$ cat src/rtl/tone_period_meter_if.sv
// Tone input and measurement result bundle for tone_period_meter.
// master: the meter (samples toneIn, drives results); slave: the consumer.
interface tone_period_meter_if #(
    parameter int CNT_W = 24
);
    logic             toneIn;
    logic [CNT_W-1:0] periodOut;
    logic             periodValid;
    logic             locked;
    logic             noTone;
    logic             toneMatch;

    modport master (
        input  toneIn,
        output periodOut, periodValid, locked, noTone, toneMatch
    );

    modport slave (
        output toneIn,
        input  periodOut, periodValid, locked, noTone, toneMatch
    );
endinterface

$ cat src/rtl/tone_period_meter.sv
// Measures the rising-edge period of an asynchronous tone in clk cycles, with lock and loss-of-tone flags.
// Optional target-period comparator is enabled by defining TONE_MATCH_EN.
module tone_period_meter #(
    parameter int CNT_W           = 24,
    parameter int maxPeriod       = 4000000,
    parameter int minPeriod       = 1000,
    parameter int tolerance       = 16,
    parameter int stableCount     = 4,
    parameter int targetTimeValue = 101250
) (
    input  logic                clk,
    input  logic                reset,
    tone_period_meter_if.master bus
);
    localparam logic [CNT_W-1:0] MAX_P    = CNT_W'(maxPeriod);
    localparam logic [CNT_W-1:0] MIN_P    = CNT_W'(minPeriod);
    localparam logic [CNT_W-1:0] TOL      = CNT_W'(tolerance);
    localparam logic [CNT_W-1:0] CNT_ONE  = {{(CNT_W-1){1'b0}}, 1'b1};
    localparam logic [CNT_W-1:0] CNT_ZERO = {CNT_W{1'b0}};
    localparam logic [3:0]       STABLE_N = 4'(stableCount);

    typedef enum logic [0:0] {
        IDLE    = 1'b0,
        MEASURE = 1'b1
    } state_t;

    state_t           state_r;
    state_t           state_nxt_s;
    logic             sync1_r;
    logic             sync2_r;
    logic             sync3_r;
    logic             rise_s;
    logic             accept_s;
    logic             timeout_s;
    logic [CNT_W-1:0] cnt_r;
    logic [CNT_W-1:0] cnt_nxt_s;
    logic [CNT_W-1:0] period_r;
    logic [CNT_W-1:0] period_nxt_s;
    logic             valid_r;
    logic             valid_nxt_s;
    logic             locked_r;
    logic             locked_nxt_s;
    logic             no_tone_r;
    logic             have_prev_r;
    logic             have_prev_nxt_s;
    logic             match_r;
    logic             match_nxt_s;
    logic [3:0]       run_r;
    logic [3:0]       run_nxt_s;
    logic [3:0]       run_inc_s;

    function automatic logic [CNT_W-1:0] abs_diff(input logic [CNT_W-1:0] a,
                                                  input logic [CNT_W-1:0] b);
        logic [CNT_W-1:0] d;
        if (a >= b) begin
            d = a - b;
        end else begin
            d = b - a;
        end
        return d;
    endfunction

    // Synchronize toneIn and keep one history flop for rising-edge detection
    always_ff @(posedge clk) begin
        if (!reset) begin
            sync1_r <= 1'b0;
            sync2_r <= 1'b0;
            sync3_r <= 1'b0;
        end else begin
            sync1_r <= bus.toneIn;
            sync2_r <= sync1_r;
            sync3_r <= sync2_r;
        end
    end

    assign rise_s    = sync2_r & ~sync3_r;
    // A rise that lands exactly on the timeout count still counts as a measurement
    assign accept_s  = (state_r == MEASURE) && rise_s && (cnt_r >= MIN_P);
    assign timeout_s = (state_r == MEASURE) && !accept_s && (cnt_r >= MAX_P);

    // State register
    always_ff @(posedge clk) begin
        if (!reset) begin
            state_r <= IDLE;
        end else begin
            state_r <= state_nxt_s;
        end
    end

    // Next-state decode
    always_comb begin
        state_nxt_s = state_r;
        case (state_r)
            IDLE: begin
                if (rise_s) begin
                    state_nxt_s = MEASURE;
                end else begin
                    state_nxt_s = IDLE;
                end
            end
            MEASURE: begin
                if (timeout_s) begin
                    state_nxt_s = IDLE;
                end else begin
                    state_nxt_s = MEASURE;
                end
            end
            default: state_nxt_s = IDLE;
        endcase
    end

    // Next values of counter, period and stability tracking
    always_comb begin
        cnt_nxt_s       = cnt_r;
        period_nxt_s    = period_r;
        valid_nxt_s     = 1'b0;
        run_nxt_s       = run_r;
        locked_nxt_s    = locked_r;
        have_prev_nxt_s = have_prev_r;
        run_inc_s       = (run_r < STABLE_N) ? (run_r + 4'd1) : STABLE_N;
        case (state_r)
            IDLE: begin
                have_prev_nxt_s = 1'b0;
                run_nxt_s       = 4'd0;
                locked_nxt_s    = 1'b0;
                if (rise_s) begin
                    cnt_nxt_s = CNT_ONE;
                end else begin
                    cnt_nxt_s = cnt_r;
                end
            end
            MEASURE: begin
                if (accept_s) begin
                    cnt_nxt_s       = CNT_ONE;
                    period_nxt_s    = cnt_r;
                    valid_nxt_s     = 1'b1;
                    have_prev_nxt_s = 1'b1;
                    // First period after IDLE has nothing to compare against
                    if (!have_prev_r) begin
                        run_nxt_s    = 4'd0;
                        locked_nxt_s = 1'b0;
                    end else if (abs_diff(cnt_r, period_r) <= TOL) begin
                        run_nxt_s    = run_inc_s;
                        locked_nxt_s = locked_r | (run_inc_s == STABLE_N);
                    end else begin
                        run_nxt_s    = 4'd0;
                        locked_nxt_s = 1'b0;
                    end
                end else if (timeout_s) begin
                    cnt_nxt_s       = CNT_ZERO;
                    period_nxt_s    = CNT_ZERO;
                    run_nxt_s       = 4'd0;
                    locked_nxt_s    = 1'b0;
                    have_prev_nxt_s = 1'b0;
                end else begin
                    cnt_nxt_s = cnt_r + CNT_ONE;
                end
            end
            default: begin
                cnt_nxt_s       = CNT_ZERO;
                period_nxt_s    = CNT_ZERO;
                run_nxt_s       = 4'd0;
                locked_nxt_s    = 1'b0;
                have_prev_nxt_s = 1'b0;
            end
        endcase
    end

`ifdef TONE_MATCH_EN
    localparam logic [CNT_W-1:0] TARGET_P = CNT_W'(2 * (targetTimeValue + 1));
    assign match_nxt_s = locked_nxt_s & (abs_diff(period_nxt_s, TARGET_P) <= TOL);
`else
    assign match_nxt_s = 1'b0;
`endif

    // Datapath and output registers
    always_ff @(posedge clk) begin
        if (!reset) begin
            cnt_r       <= CNT_ZERO;
            period_r    <= CNT_ZERO;
            valid_r     <= 1'b0;
            run_r       <= 4'd0;
            locked_r    <= 1'b0;
            have_prev_r <= 1'b0;
            no_tone_r   <= 1'b1;
            match_r     <= 1'b0;
        end else begin
            cnt_r       <= cnt_nxt_s;
            period_r    <= period_nxt_s;
            valid_r     <= valid_nxt_s;
            run_r       <= run_nxt_s;
            locked_r    <= locked_nxt_s;
            have_prev_r <= have_prev_nxt_s;
            no_tone_r   <= (state_nxt_s == IDLE);
            match_r     <= match_nxt_s;
        end
    end

    assign bus.periodOut   = period_r;
    assign bus.periodValid = valid_r;
    assign bus.locked      = locked_r;
    assign bus.noTone      = no_tone_r;
    assign bus.toneMatch   = match_r;
endmodule
$ cat src/flat_wrapper.sv
// flat-port wrapper written by rule: the top's interface ports become plain ports
module tone_period_meter_flat 
#(
    parameter int CNT_W           = 24,
    parameter int maxPeriod       = 4000000,
    parameter int minPeriod       = 1000,
    parameter int tolerance       = 16,
    parameter int stableCount     = 4,
    parameter int targetTimeValue = 101250
)
  (clk, reset, bus_toneIn, bus_periodOut, bus_periodValid, bus_locked, bus_noTone, bus_toneMatch);
  tone_period_meter_if #(.CNT_W(CNT_W)) bus_i ();
  input  logic clk;
  input  logic reset;
  input wire logic [$bits(bus_i.toneIn)-1:0] bus_toneIn;
  output wire logic [$bits(bus_i.periodOut)-1:0] bus_periodOut;
  output wire logic [$bits(bus_i.periodValid)-1:0] bus_periodValid;
  output wire logic [$bits(bus_i.locked)-1:0] bus_locked;
  output wire logic [$bits(bus_i.noTone)-1:0] bus_noTone;
  output wire logic [$bits(bus_i.toneMatch)-1:0] bus_toneMatch;
  assign bus_i.toneIn = bus_toneIn;
  assign bus_periodOut = bus_i.periodOut;
  assign bus_periodValid = bus_i.periodValid;
  assign bus_locked = bus_i.locked;
  assign bus_noTone = bus_i.noTone;
  assign bus_toneMatch = bus_i.toneMatch;
  tone_period_meter #(.CNT_W(CNT_W), .maxPeriod(maxPeriod), .minPeriod(minPeriod), .tolerance(tolerance), .stableCount(stableCount), .targetTimeValue(targetTimeValue)) u_core (.clk(clk), .reset(reset), .bus(bus_i));
endmodule
$ cat config.mk
export PLATFORM = sky130hd
export DESIGN_NAME = tone_period_meter_flat
export DESIGN_NICKNAME = d
export VERILOG_FILES = /design/src/rtl/tone_period_meter_if.sv /design/src/rtl/tone_period_meter.sv /design/src/flat_wrapper.sv
export SDC_FILE = /design/constraint.sdc
export NUM_CORES = 1
export LEC_CHECK = 0
export CORE_MARGIN = 1.5
export CORE_UTILIZATION = 60
export DETAILED_ROUTE_END_ITERATION = 6
export DONT_BUFFER_PORTS = 1
export PLACE_DENSITY = 0.76
export SETUP_SLACK_MARGIN = 0.05
export SKIP_LAST_GASP = 1
export SLEW_MARGIN = 20
export SYNTH_ARGS = -nofsm -noshare
export SYNTH_HDL_FRONTEND = slang
export SYNTH_SLANG_ARGS = --single-unit
$ cat constraint.sdc
create_clock -name clk -period 7.5 [get_ports clk]
set_input_delay 1.5 -clock clk [delete_from_list [all_inputs] [get_ports clk]]
set_output_delay 1.5 -clock clk [all_outputs]
set_load 0.005 [all_outputs]
==> results.txt <==
status = finished clean
# IOs = 31
Avg Cell Area, Syn = 7.273 µm²
antenna violations before repair = 0
worst hold path type = reg2reg
Slew HR = 50.17%
Detailed Place HPWL = 12.87 mm
Final min period = 3.847 ns
Synth Area in Simple Gates = 23.69%
DRT Pass-1 Iters = 6
largest net degree at the start of global routing = 26
Total Routing Usage GR = 36.50%
Remaining Overflow, GRT = 0
Post-Syn Area = 5244 µm²
core area = 8341 µm²
hold-fix buffers at CTS = 0
DP Worst Slack = 3.760 ns
synthesized instance count = 721
CTS tree = yes
Die ar. = 9309 µm²
Mapped Nets = 774
worst endpoint required time = 7.78 ns
slew at the pin closest to its max-slew limit = 0.7467 ns
Die Ht = 96.49 µm
synth unique cells = 67
crit end category = flip-flop
Synth Register Bits = 60
first-pass GRT wire length = 25.43 mm
Vias = 5452
initial DRC count = 434
unrepaired setup endpoints after global routing = false
Root Driver = clkbuf_8
Highest Clock Rate = 259.9 MHz
Hold Vio Cnt, Final = 0
clock latency on the worst-skew pair = 0.35 ns
ys async rst share = 0%
n_diodes = 0
yosys warns = 0
PortBufs = 0
Final setup viols = 0
largest family of logic cells by synthesized area = compound AO/OA/AOI/OAI gates
CTS H-tree depth = 3
share of cells above drive strength 1 = 5.078%
Post-Synth XOR/XNOR Area = 6.347%
Critical Setup Path Class = reg2reg
# DRC = 0
routed wire length = 16.43 mm
row count = 33
CTS resizes = 0
Hold Path Cell Cnt = 1
Compound-Gate Fraction of Synth Area = 28.06%
fin worst setup slack = 3.653 ns
Placer Congestion = 1.001
leak pwr = 2.200 nW
peak supply drop = 0.1302 mV
crit-path max FO = 13
Nets = 757
max-cap violation count = 0
Area Overhead vs Synth = 4.510%
final period utilization = 51.29%
Initial Util = 62.87%
# clock sinks = 60
Horiz. Die Dim = 96.49 µm
skew final = 0.01765 ns
Startpoint Class = flip-flop
Reg2Reg Depth = 12
Critical Path AT = 4.12 ns
Power Density = 131.6 nW/µm²
wire length per cell = 20.19 µm
Clock Path Buffers = 2
number of global-route vias before repair = 4898
Fillers = 754
register area share after synthesis = 22.91%
EDFF count, synth = 0
Adder-Cell Fraction of Synth Area = 11.93%
Post-synth top flop = dfxtp_1
Max Transition Viols Final = 0
total power = 0.0007211 W
CTS Buf Count = 9
number of routed nets with antenna violations = 0
Min Hold Slack = 0.4391 ns
post-CTS setup buffer count = 0
setup tns final = 0 ns
clock-pin slew on the worst setup and hold paths = 0.08 ns
via/cell ratio = 6.698
proportion of synthesized area in mux cells = 0.3818%
## sequential cells by signal, indices dropped and copies added (netlist names)
name and count:
u_core.bus.locked 1, u_core.bus.noTone 1, u_core.bus.periodOut 24, u_core.bus.periodValid 1, u_core.cnt_r 24, u_core.have_prev_r 1, u_core.run_r 4, u_core.state_r 1
u_core.sync1_r 1, u_core.sync2_r 1, u_core.sync3_r 1
## per-layer routing
layer,vias up,wire (µm),global-route usage [%]
met2,278,7197,55.89
met4,0,575,14.25
li1,2547,-,-
met5,-,0,0
met1,2580,7257,49.00
met3,47,1400,9.233
## worst max-delay path, stage by stage (launching register included)
cell       delay, ns
dfxtp_1         0.42
inv_1           0.07
ha_1            0.60
and3_1          0.42
and4_1          0.28
a22oi_1         0.12
a31oi_1         0.30
nor2_1          0.17
a2111o_1        0.41
o22ai_1         0.18
o2111ai_1       0.27
or3_1           0.39
a21oi_1         0.14
## cell usage in the layout (no fill, tap or decap), types with 9 or more instances in the layout
cell      count
clkbuf_8      9
xor2_1       14
dfxtp_1      60
nand4_1      15
xnor2_1      24
ha_1         50
nor2_1       62
and2_1       10
o21a_1       12
inv_1        55
and3_1       11
nand2_1      74
a211oi_1      9
nand3_1      11
o21ai_0      52
or3_1        12
nor3_1       27
a21oi_1      71
a21o_1       12
## cells by family after synthesis
logic type | count (synthesis)
muxes | 2
DFF | 60
xor gates and xnor gates | 38
AOI/OAI and AO/OA | 231
buffers and inverters | 85
and+or+nand+nor | 254
adders and majority gates | 50
other | 1
## path summary, 6_finish.rpt
check,start,to,slack [ns]
worst min-delay path,u_core.sync1_r,u_core.sync2_r,0.44
worst max-delay path,u_core.bus.periodOut[22],u_core.bus.locked,3.65
worst min register to register,u_core.sync1_r,u_core.sync2_r,0.44
worst max register to register,u_core.bus.periodOut[22],u_core.bus.locked,3.65
## power breakdown
part           switching [W]  internal [W]  leakage (nW)
logic              0.0000391     0.0000234          1.61
registers         0.00000207      0.000320         0.484
clock network       0.000148      0.000189         0.110
## through the flow
stage | util [%] | cells | cell area, µm²
2_1_floorplan | - | 721 | 5244
3_3_place_gp | 62.95 | 798 | 5250
3_5_place_dp | 62.95 | 798 | 5250
4_1_cts | 65.62 | 814 | 5473
5_1_grt | 65.71 | 814 | 5480
6_report | 65.71 | 814 | 5480
## cells in the mapped netlist (5+ instances only)
master / count / share of area [%]
nand2_1: 74 / 5.3
a21oi_1: 72 / 6.9
nor2_1: 62 / 4.4
dfxtp_1: 60 / 23
inv_1: 55 / 3.9
o21ai_0: 52 / 5.0
ha_1: 50 / 12
nor3_1: 27 / 2.6
xnor2_1: 24 / 4.0
clkbuf_1: 21 / 1.5
nand4_1: 15 / 1.8
xor2_1: 14 / 2.3
a21o_1: 12 / 1.7
o21a_1: 12 / 1.7
or3_1: 12 / 1.4
and3_1: 11 / 1.3
nand3_1: 11 / 1.0
and2_1: 10 / 1.2
a211oi_1: 9 / 1.3
nor4_1: 7 / 0.84
o211ai_1: 7 / 1.0
o21ai_1: 7 / 0.67
a21boi_0: 6 / 0.86
and4_1: 5 / 0.84
o31ai_1: 5 / 0.72
or2_2: 5 / 0.60
## layout make-up
class	instances	area [µm²]	share of cell area [%]
Clock inverter	7	98.84	1.804
Sequential cell	60	1201	21.92
Clock buffer	9	123.9	2.260
Tap cell	105	131.4	2.397
Inverter	56	210.2	3.836
Timing Repair Buffer	1	7.507	0.1370
Multi-Input combinational cell	576	3707	67.65
Power figures use the tool's default switching activity.
